<file path="config.mk">
export PLATFORM = sky130hd
export DESIGN_NAME = axis_spi_slave
export DESIGN_NICKNAME = d
export VERILOG_FILES = /design/src/rtl/axis_spi_slave.sv
export SDC_FILE = /design/constraint.sdc
export NUM_CORES = 1
export LEC_CHECK = 0
export ABC_AREA = 1
export CAP_MARGIN = 10
export CORE_ASPECT_RATIO = 1.25
export CORE_UTILIZATION = 45
export DETAILED_ROUTE_END_ITERATION = 7
export GPL_TIMING_DRIVEN = 0
export PLACE_DENSITY_LB_ADDON = 0.05
export SLEW_MARGIN = 5
export SYNTH_ARGS = -nofsm -noshare
export SYNTH_HDL_FRONTEND = slang
export SYNTH_SLANG_ARGS = --single-unit
</file>
<file path="constraint.sdc">
create_clock -name clock -period 2.2 [get_ports clock]
set_clock_uncertainty 0.05 [all_clocks]
set_input_delay 0.55 -clock clock [delete_from_list [all_inputs] [get_ports clock]]
set_output_delay 0.55 -clock clock [all_outputs]
set_load 0.02 [all_outputs]
</file>
<file path="src/rtl/axis_spi_slave.sv">
// SPI responder with AXI-stream TX/RX. Oversamples sen/sclk/mosi in the system clock domain,
// shifts a preloaded response out on miso and delivers the captured mosi word on RX.
module axis_spi_slave #(
    parameter logic        CLK_IDLE     = 1'b0,
    parameter logic        CAPTURE_EDGE = 1'b1,
    parameter logic [31:0] DEFAULT_TX   = 32'h0,
    parameter int          SYNC_STAGES  = 2
) (
    input  logic        clock,
    input  logic        reset_n,
    input  logic [31:0] TX_tdata,
    input  logic        TX_tvalid,
    output logic        TX_tready,
    output logic [31:0] RX_tdata,
    output logic [5:0]  RX_tuser,
    output logic        RX_tvalid,
    input  logic        RX_tready,
    output logic [7:0]  rx_overrun_count,
    output logic [7:0]  tx_underrun_count,
    input  logic        sen,
    input  logic        sclk,
    input  logic        mosi,
    output logic        miso,
    output logic        miso_oe
);

    typedef enum logic [1:0] {WAIT_DESELECT, IDLE, SHIFT, DONE} state_t;

    state_t r_state;
    state_t w_stateNext;

    logic [SYNC_STAGES-1:0] r_senSync;
    logic [SYNC_STAGES-1:0] r_sclkSync;
    logic [SYNC_STAGES-1:0] r_mosiSync;
    logic [SYNC_STAGES-1:0] r_flush;
    logic                   r_senPrev;
    logic                   r_sclkPrev;

    logic w_sen;
    logic w_sclk;
    logic w_mosi;
    logic w_primed;
    logic w_senFall;
    logic w_senRise;
    logic w_sclkRise;
    logic w_sclkFall;
    logic w_capture;
    logic w_launch;

    logic [31:0] r_txShift;
    logic [31:0] r_rxShift;
    logic [31:0] r_rxData;
    logic [5:0]  r_bitCount;
    logic [5:0]  r_rxUser;
    logic        r_rxValid;
    logic        r_miso;
    logic        r_misoOe;
    logic [7:0]  r_overrun;
    logic [7:0]  r_underrun;

    // r_flush marks when the synchronizers hold real samples rather than their reset fill,
    // so a frame already running at reset release is not mistaken for a fresh select.
    always_ff @(posedge clock or negedge reset_n) begin
        if (!reset_n) begin
            r_senSync  <= '1;
            r_sclkSync <= {SYNC_STAGES{CLK_IDLE}};
            r_mosiSync <= '0;
            r_flush    <= '0;
            r_senPrev  <= 1'b1;
            r_sclkPrev <= CLK_IDLE;
        end else begin
            r_senSync  <= {r_senSync[SYNC_STAGES-2:0], sen};
            r_sclkSync <= {r_sclkSync[SYNC_STAGES-2:0], sclk};
            r_mosiSync <= {r_mosiSync[SYNC_STAGES-2:0], mosi};
            r_flush    <= {r_flush[SYNC_STAGES-2:0], 1'b1};
            r_senPrev  <= w_sen;
            r_sclkPrev <= w_sclk;
        end
    end

    assign w_sen      = r_senSync[SYNC_STAGES-1];
    assign w_sclk     = r_sclkSync[SYNC_STAGES-1];
    assign w_mosi     = r_mosiSync[SYNC_STAGES-1];
    assign w_primed   = r_flush[SYNC_STAGES-1];
    assign w_senFall  = r_senPrev & ~w_sen;
    assign w_senRise  = ~r_senPrev & w_sen;
    assign w_sclkRise = ~r_sclkPrev & w_sclk;
    assign w_sclkFall = r_sclkPrev & ~w_sclk;
    assign w_capture  = CAPTURE_EDGE ? w_sclkRise : w_sclkFall;
    assign w_launch   = CAPTURE_EDGE ? w_sclkFall : w_sclkRise;

    always_ff @(posedge clock or negedge reset_n) begin
        if (!reset_n) begin
            r_state <= WAIT_DESELECT;
        end else begin
            r_state <= w_stateNext;
        end
    end

    always_comb begin
        w_stateNext = r_state;
        case (r_state)
            WAIT_DESELECT: if (w_primed && w_sen) w_stateNext = IDLE;
            IDLE:          if (w_senFall) w_stateNext = SHIFT;
            SHIFT:         if (w_senRise) w_stateNext = DONE;
            DONE:          w_stateNext = IDLE;
            default:       w_stateNext = WAIT_DESELECT;
        endcase
    end

    assign TX_tready = (r_state == IDLE) && w_senFall && TX_tvalid;

    // Launch shifts wait for the first capture so a leading launch edge does not skip bit 31.
    always_ff @(posedge clock or negedge reset_n) begin
        if (!reset_n) begin
            r_txShift  <= '0;
            r_rxShift  <= '0;
            r_rxData   <= '0;
            r_bitCount <= '0;
            r_rxUser   <= '0;
            r_rxValid  <= 1'b0;
            r_miso     <= 1'b0;
            r_misoOe   <= 1'b0;
            r_overrun  <= '0;
            r_underrun <= '0;
        end else begin
            r_miso <= ((r_state == SHIFT) && !w_senRise) ? r_txShift[31] : 1'b0;
            if (r_rxValid && RX_tready) begin
                r_rxValid <= 1'b0;
            end
            case (r_state)
                IDLE: begin
                    if (w_senFall) begin
                        r_txShift  <= TX_tvalid ? TX_tdata : DEFAULT_TX;
                        r_rxShift  <= '0;
                        r_bitCount <= '0;
                        r_misoOe   <= 1'b1;
                        if (!TX_tvalid && (r_underrun != 8'hFF)) begin
                            r_underrun <= r_underrun + 8'd1;
                        end
                    end
                end
                SHIFT: begin
                    if (w_capture) begin
                        r_rxShift <= {r_rxShift[30:0], w_mosi};
                        if (r_bitCount != 6'd63) begin
                            r_bitCount <= r_bitCount + 6'd1;
                        end
                    end
                    if (w_launch && (r_bitCount != 6'd0)) begin
                        r_txShift <= {r_txShift[30:0], 1'b0};
                    end
                    if (w_senRise) begin
                        r_misoOe <= 1'b0;
                    end
                end
                DONE: begin
                    if (r_bitCount != 6'd0) begin
                        if (!r_rxValid || RX_tready) begin
                            r_rxData  <= r_rxShift;
                            r_rxUser  <= r_bitCount;
                            r_rxValid <= 1'b1;
                        end else if (r_overrun != 8'hFF) begin
                            r_overrun <= r_overrun + 8'd1;
                        end
                    end
                end
                default: ;
            endcase
        end
    end

    assign RX_tdata          = r_rxData;
    assign RX_tuser          = r_rxUser;
    assign RX_tvalid         = r_rxValid;
    assign rx_overrun_count  = r_overrun;
    assign tx_underrun_count = r_underrun;
    assign miso              = r_miso;
    assign miso_oe           = r_misoOe;

endmodule

</file>
# Yosys cells after proc, flatten, opt, wreduce, memory -nomap -nowiden
# Cells that the tools add are included.
[totals]
regBits = 139
wordCells = 86
inputBits = 39
out_inout_bits = 58
[op_classes]
n_mux = 23
n_eq_ne = 12
addsub = 3
bitwise_logic = 9
reduce_logical = 22
[op_table]
columns = ["cell", "count"]
rows = [
  ["$mux 32", 5],
  ["$pmux 32 s2", 2],
  ["$mux 6", 3],
  ["$reduce_and 3->1", 6],
  ["$add 8x1->8 const B", 2],
  ["$ne 8x8->1 const B", 2],
  ["$pmux 6 s2", 1],
  ["$ne 2x2->1 const B", 4],
  ["$pmux 2 s4", 1],
  ["$reduce_and 4->1", 2],
  ["$logic_and 1x1->1", 7],
  ["$mux 1", 7],
  ["$add 6x1->6 const B", 1],
  ["$mux 2", 3],
  ["$ne 6x6->1 const B", 1],
  ["$reduce_bool 6->1", 1],
  ["$not 1->1", 5],
  ["$and 1x1->1", 4],
  ["$eq 2x2->1 const B", 2],
  ["$ne 2x1->1 const B", 2],
  ["$logic_not 1->1", 3],
  ["$eq 2x1->1 const B", 1],
  ["$logic_not 2->1", 1],
  ["$pmux 1 s2", 1],
  ["other kinds (2)", 2],
]

# Depth between registers and ports, before layout
# Gate-level depths: netlist of run 1.
[depth]
word_depth = 5
ltp_mapped = 10
ltp_nobuf = 10

# Least setup slack after synthesis of run 1
# Ideal clock, no wire load.
[synth_timing]
kind = "input -> output"
from = "input port TX_tvalid"
to = "output port TX_tready"
path_buffers = 2
required_ps = 1600
setup_slack_ps = 281
arrival_time_ps = 1319
cell_stages = 4
path_cell_list = "buf_2 > clkbuf_1 > inv_1 > nor2_1"
[synth_between]
elab_chain_len = 1
[synth_rtl]
columns = ["element", "line_no", "text"]
rows = [
  ["from (decl)", "12", "input logic TX_tvalid,"],
  ["$logic_and 1x1->1", "111", "assign TX_tready = (r_state == IDLE) && w_senFall && TX_tvalid;"],
  ["to (decl)", "13", "output logic TX_tready,"],
]
# Every way passes these cells.

# Final worst setup path of run 1
[layout_timing]
from = "register r_state[1]"
to = "output port TX_tready"
[layout_between]
elab_chain_len = 3
[layout_rtl]
columns = ["element", "line_no", "text"]
rows = [
  ["from (decl)", "29", "state_t r_state;"],
  ["from (signal assigned)", "96", "r_state <= w_stateNext;"],
  ["$eq 2x1->1", "111", ""],
  ["$logic_and 1x1->1 (2 in a row)", "111", ""],
]
# Every way passes these cells.

==> out/summary.txt, run 1 <==
Flop-to-flop setup slack = 300 ps
RD Place Congestion = 0.779
TritonCTS Buffers = 17
Detail Route Antenna Nets = 0
Post-synthesis sequential area ratio = 0.550
Post-synth ARST share = 1.00
# diodes = 0
Synthesized netlist cell count = 777
Largest net degree at the start of global routing = 95
EDFF count, synth = 0
Post-CTS setup buffers = 0
Minimum clock period = 2130 ps
Post-DP HPWL = 9.85 mm
Crit path largest cell delay = 400 ps
Total vias in the final route = 5325
Boundary Pins = 97
Fin cells = 1079
DP Cell Count = 1048
Area grow syn2layout = 28.3%
Maximum clock path buffer count = 2
Max IR drop VDD = 0.604 mV
Slew margin rel. = 0.658
Number of max-cap violations = 0
Area fraction of the dominant cell type after synthesis = 0.538
Logic pwr share = 0.301
Power Dens Cells = 1060 nW/um2
Die X = 108 um
# rows = 48
Buf+Inv Stages, Crit Path = 2
Cell variety after synth = 26
Drt pass-1 iters = 4
Worst-path cell chain = inv_1 -> ha_2 -> nand3_2 -> nor2_2 -> buf_4
Synth area leaders = dfrtp_1 54%, nand2_1 21%, nand3_1 5.7%
Clock Sinks = 139
Grt total ovfl = 0
Post-DR wirelength/cell = 12.9 um
Internal power = 0.00552 W
Worst-Margin Slew = 513 ps
Worst Hold Class = primary input to asynchronous set/reset pin
Total power draw = 0.00860 W
Crit path DAT = 1530 ps
P_sw = 0.00308 W
Clk pwr share = 0.327
Crit. End Element = output port
Final Cell Area = 8120 um2
Global-route usage over all layers = 0.208
Mapped Nets = 824
Post-synth top area cell = dfrtp_1
CTS tree = done
Crit path depth = 5
Sw frac = 0.358
Post-Route WL = 14.0 mm
Slew Viols, Final = 0
DRC marker count from the first detailed-route iteration = 244
R2r endpoint = r_rxShift[27]
Vias/cell = 4.94
First-pass GRT wire length = 24.1 mm
Hold buffers post-CTS = 0
Placed inst area = 7530 um2
Total leakage power = 4.04 nW
Most frequent cell after synthesis = nand2_1
Htree depth = 4
Crit-path slowest cell = dfrtp_1
Fmax = 470 MHz
Antenna violations before repair = 0
R2R cell count = 7
FF-to-FF Start = r_state[0]
Initial Util = 0.460
Seq pwr share = 0.372
CTS clock-pin slew for the worst setup and hold paths = 60 ps
Syn_area_per_cell = 8.14 um2
Synth warn = 0
Synth top cells by count = 351 x nand2_1, 136 x dfrtp_1, 72 x nand3_1
Chip height = 135 um
Die ar. = 14500 um2
Final setup viols = 0
Status = finished, final reports clean
Fillers = 1299
Layout cells sized above 1 = 0.0896
Remaining DRCs = 0
Crit path max-delay family = flip-flops
Post-route clock period utilization = 0.967
Clk_lat worst skew = 420 ps
Ys flop type = dfrtp_1
CP Max Fanout = 3
Seq cells post-synth = 139
Fin. Hold Viols = 0
Cell Area, Synth = 6330 um2
Vias in the first global route = 5247
Critical path start-end classification = flip-flop to output port
Core area = 13800 um2
Clk root buf = clkbuf_16
Required time worst endpoint = 1600 ps
Final nets = 939
Type of origin of the critical path = flip-flop
PortBufs = 95
[stage by stage]
step | util | setup TNS [ps] | hold WS, ps | setup slack, ps
floorplan | - | 0 | 204 | 281
global placement | 0.545 | -693340 | 283 | -5030
detailed placement | 0.547 | -443 | 290 | -391
CTS | 0.589 | 0 | 8.66 | 16.9
global route | 0.590 | -15.3 | 28.2 | -15.3
finish | 0.590 | 0 | 2.05 | 72.4
[timing repair]
action	4_1_cts	5_1_grt
resized for setup	4	4
setup endpoints to repair	1	1
pin swaps	0	1
[power by group through the flow]
stage               Clock (W)  Sequential (W)  Combinational, W
floorplan                   0         0.00329           0.00166
global placement            0         0.00322           0.00253
detailed placement          0         0.00324           0.00260
CTS                   0.00287         0.00320           0.00261
global route          0.00297         0.00325           0.00295
finish                0.00281         0.00320           0.00259
[placed cells by master, fill, tap and decap left out, drive strengths merged]
cell / instances
a21oi: 1
buf: 32
bufinv: 2
clkbuf: 33
clkdlybuf4s50: 93
clkinv: 7
clkinvlp: 2
conb: 1
dfrtp: 136
dfstp: 3
ha: 8
inv: 25
nand2: 358
nand3: 73
nand3b: 5
nor2: 27
nor3: 1
o21ai: 88
xnor2: 3
xor2: 6
[cell type report]
class	instances	area [um2]	area share
plain buffers	44	240	0.0296
clock buffers	18	439	0.0541
clock inverters	13	143	0.0176
inverters	23	86.3	0.0106
multi-input cells	571	2530	0.312
flip-flops and latches	139	3480	0.429
well taps	175	219	0.0270
repair buffers	96	977	0.120
[flip-flops by register name (all words and copies together) (netlist names), 2 cells and up]
| register | flops |
|---|---|
| r_txShift | 32 |
| r_flush | 2 |
| RX_tuser | 6 |
| r_rxShift | 32 |
| r_mosiSync | 2 |
| r_state | 2 |
| RX_tdata | 32 |
| r_senSync | 2 |
| r_bitCount | 6 |
| rx_overrun_count | 8 |
| tx_underrun_count | 8 |
| r_sclkSync | 2 |
[routing by layer]
metal	up-vias	GRT usage	routed length, um
li1	2698	-	-
met5	-	0	0
met1	2510	0.264	6280
met4	0	0.0738	163
met3	15	0.0376	501
met2	102	0.353	7010
[logic make-up (layout without fill, tap and decap cells)]
family | count (synthesis) | in the layout | share of synthesized area
flops | 139 | 139 | 0.550
other cells | 1 | 1 | 0.000593
xor+xnor | 9 | 9 | 0.0125
buf+inv | 67 | 194 | 0.0516
simple gates | 464 | 464 | 0.299
fa+ha+maj | 8 | 8 | 0.0158
compound gates | 89 | 89 | 0.0704
[worst register-to-register path: stages (launching register included)]
cell and delay, ps:
dfrtp_1 400, inv_1 110, ha_1 160, buf_4 170, buf_2 260, clkbuf_1 410
nand2_1 100, o21ai_1 160
[worst max path at each step]
| stage | startpoint | endpoint | slack, ps |
|---|---|---|---|
| floorplan | TX_tvalid | TX_tready | 280 |
| global placement | reset_n | r_txShift[14] | -5030 |
| detailed placement | TX_tvalid | TX_tready | -390 |
| CTS | r_state[1] | TX_tready | 20 |
| global route | TX_tvalid | TX_tready | -20 |
| finish | r_state[1] | TX_tready | 70 |
Power figures use the tool's default switching activity.
==> run 2, diff against run 1 <==
--- a/config.mk
+++ b/config.mk
@@ -7,7 +7,6 @@
 export LEC_CHECK = 0
 export ABC_AREA = 1
 export CAP_MARGIN = 10
-export CORE_ASPECT_RATIO = 1.25
 export CORE_UTILIZATION = 45
 export DETAILED_ROUTE_END_ITERATION = 7
 export GPL_TIMING_DRIVEN = 0
==> out/summary.txt, run 2 (synthesis results as in run 1) <==
PnR worst setup slack = 70.3 ps (-2.05 ps)
Worst hold slack = 29.8 ps (+27.7 ps)
Layout cells sized above 1 = 0.0895 (-0.0000990)
PortBufs = 95 (unchanged)
Post-CTS setup buffers = 0 (unchanged)
Remaining DRCs = 0 (unchanged)
Buf+Inv Stages, Crit Path = 2 (unchanged)
Multi-input gate area = 2530 um2 (unchanged)
Post-DR wirelength/cell = 13.1 um (+0.92%)
Post-DP HPWL = 9.71 mm (-1.4%)
Met3 usage = 0.0462 (+0.00858)
Drt pass-1 iters = 5 (+1)
Post-layout util = 0.607 (+0.0171)
Type of origin of the critical path = flip-flop
Post-route clock period utilization = 0.968 (about the same)
Fillers = 1228 (-5.5%)
Die X = 121 um (+12%)
Crit path DAT = 1530 ps (about the same)
RD Place Congestion = 0.801 (+2.9%)
Crit path max-delay family = flip-flops
Total vias in the final route = 5377 (+0.98%)
Minimum clock period = 2130 ps (+2.05 ps)
Die ar. = 14500 um2 (about the same)
Worst Hold Class = primary input to asynchronous set/reset pin
Clock Sinks = 139 (unchanged)
DRC marker count from the first detailed-route iteration = 311 (+27%)
Status = finished, final reports clean
Unrepaired setup endpoints after global routing = false
Most frequent cells in the layout = 351 x nand2_1, 136 x dfrtp_1, 93 x clkdlybuf4s50_1
Initial Util = 0.470 (+0.0103)
Fin. Hold Viols = 0 (unchanged)
Global-route usage over all layers = 0.208 (+0.000692)
M2 GR Usage = 0.329 (-0.0241)
CTS tree = done
Routing usage on met1 = 0.283 (+0.0197)
Detail Route Antenna Nets = 0 (unchanged)
Post-Route WL = 14.1 mm (+1.1%)
Worst-path cell chain = inv_1 -> ha_2 -> nand3_2 -> nor2_2 -> buf_4
Critical path start-end classification = flip-flop to output port
Power Dens Cells = 1080 nW/um2 (+2.3%)
Core area = 13500 um2 (-2.2%)
Placement Setup Slack = -394 ps (-3.37 ps)
Crit path largest cell delay = 400 ps (about the same)
Area grow syn2layout = 29.1%
Antenna violations before repair = 0 (unchanged)
Final Cell Area = 8170 um2 (+0.65%)
Placed inst area = 7530 um2 (about the same)
Required time worst endpoint = 1600 ps (about the same)
Fmax = 470 MHz (about the same)
Final nets = 939 (unchanged)
Clk root buf = clkbuf_16
# rows = 42 (-13%)
Chip height = 121 um (-10%)
Number of max-cap violations = 0 (unchanged)
Boundary Pins = 97 (unchanged)
Max IR drop VDD = 0.572 mV (-5.4%)
CP Max Fanout = 3 (unchanged)
Total leakage power = 4.05 nW (+0.33%)
Largest net degree at the start of global routing = 85 (-11%)
Crit. End Element = output port
Maximum clock path buffer count = 2 (unchanged)
Htree depth = 4 (unchanged)
TritonCTS Buffers = 17 (unchanged)
Total power draw = 0.00885 W (+2.9%)
Vias/cell = 4.97 (+0.79%)
Most common cell after layout, fill and taps aside = nand2_1
Most Used Layer, Global Route = met2
# diodes = 0 (unchanged)
Slew Viols, Final = 0 (unchanged)
First-pass GRT wire length = 23.8 mm (-0.95%)
Clk_lat worst skew = 420 ps (about the same)
CTS clock-pin slew for the worst setup and hold paths = 60 ps (about the same)
Hold buffers post-CTS = 0 (unchanged)
Register Area = 3480 um2 (unchanged)
Crit-path slowest cell = dfrtp_1
Final setup viols = 0 (unchanged)
Worst-Margin Slew = 546 ps (+32.9 ps)
Slew margin rel. = 0.636 (-0.0219)
Vias in the first global route = 5050 (-3.8%)
Grt total ovfl = 0 (unchanged)
-- run 2: changes by cell type in the layout (fill, tap and decap cells not counted), sizes merged --
cell / delta
bufinv: +2
clkinv: -3
clkbuf: +1
clkinvlp: +2
inv: -1
-- run 2: path summary, 6_finish.rpt --
kind / from / slack, ps / endpoint / cells past startpoint
max: r_state[1] / 70 / TX_tready / 5
min: reset_n / 30 / tx_underrun_count[3] / 1
max reg2reg: r_state[0] / 310 / r_rxShift[19] / 7
min reg2reg: r_sclkSync[0] / 300 / r_sclkSync[1] / 0
max in group asynchronous: reset_n / 1280 / RX_tdata[20] / 2
min in group clock: r_sclkSync[0] / 300 / r_sclkSync[1] / 0
-- run 2: layer usage --
metal,vias to the layer above,part of all wire,wire length [um]
li1,2702,-,-
met1,2561,0.48,6800
met3,10,0.036,507
met5,-,0,0
met4,0,0.011,159
met2,104,0.47,6640
-- run 2: report_power, final --
group | total, W | switching (W) | internal [W] | leakage, nW
clock network | 0.00304 | 0.00111 | 0.00193 | 0.296
registers | 0.00319 | 0.000259 | 0.00294 | 1.86
logic | 0.00261 | 0.00173 | 0.000886 | 1.89
total | 0.00885 | 0.00309 | 0.00575 | 4.05
-- run 2: final cells by class --
type	instances	share of cell area
clock buffer	19	0.0542
inverter	23	0.0106
buffer	44	0.0294
clock inverter	13	0.0233
timing repair buffer	96	0.120
tap	176	0.0270
sequential	139	0.426
multi-input combinational	571	0.310
-- run 2: what timing repair did --
| action | in CTS | in global routing |
|---|---|---|
| endpoints found under the hold margin | 0 | 0 |
| pin swaps | 1 | 0 |
| setup endpoints to repair | 1 | 1 |
| cloned | 0 | 0 |
| resized for setup | 6 | 2 |
-- run 2: stage by stage --
stage	setup TNS, ps	instances
after detailed placement	-501	1049
after floorplan	0	777
after global placement	-689900	1048
after CTS	0	1081
final	0	1081
after global routing	0	1081
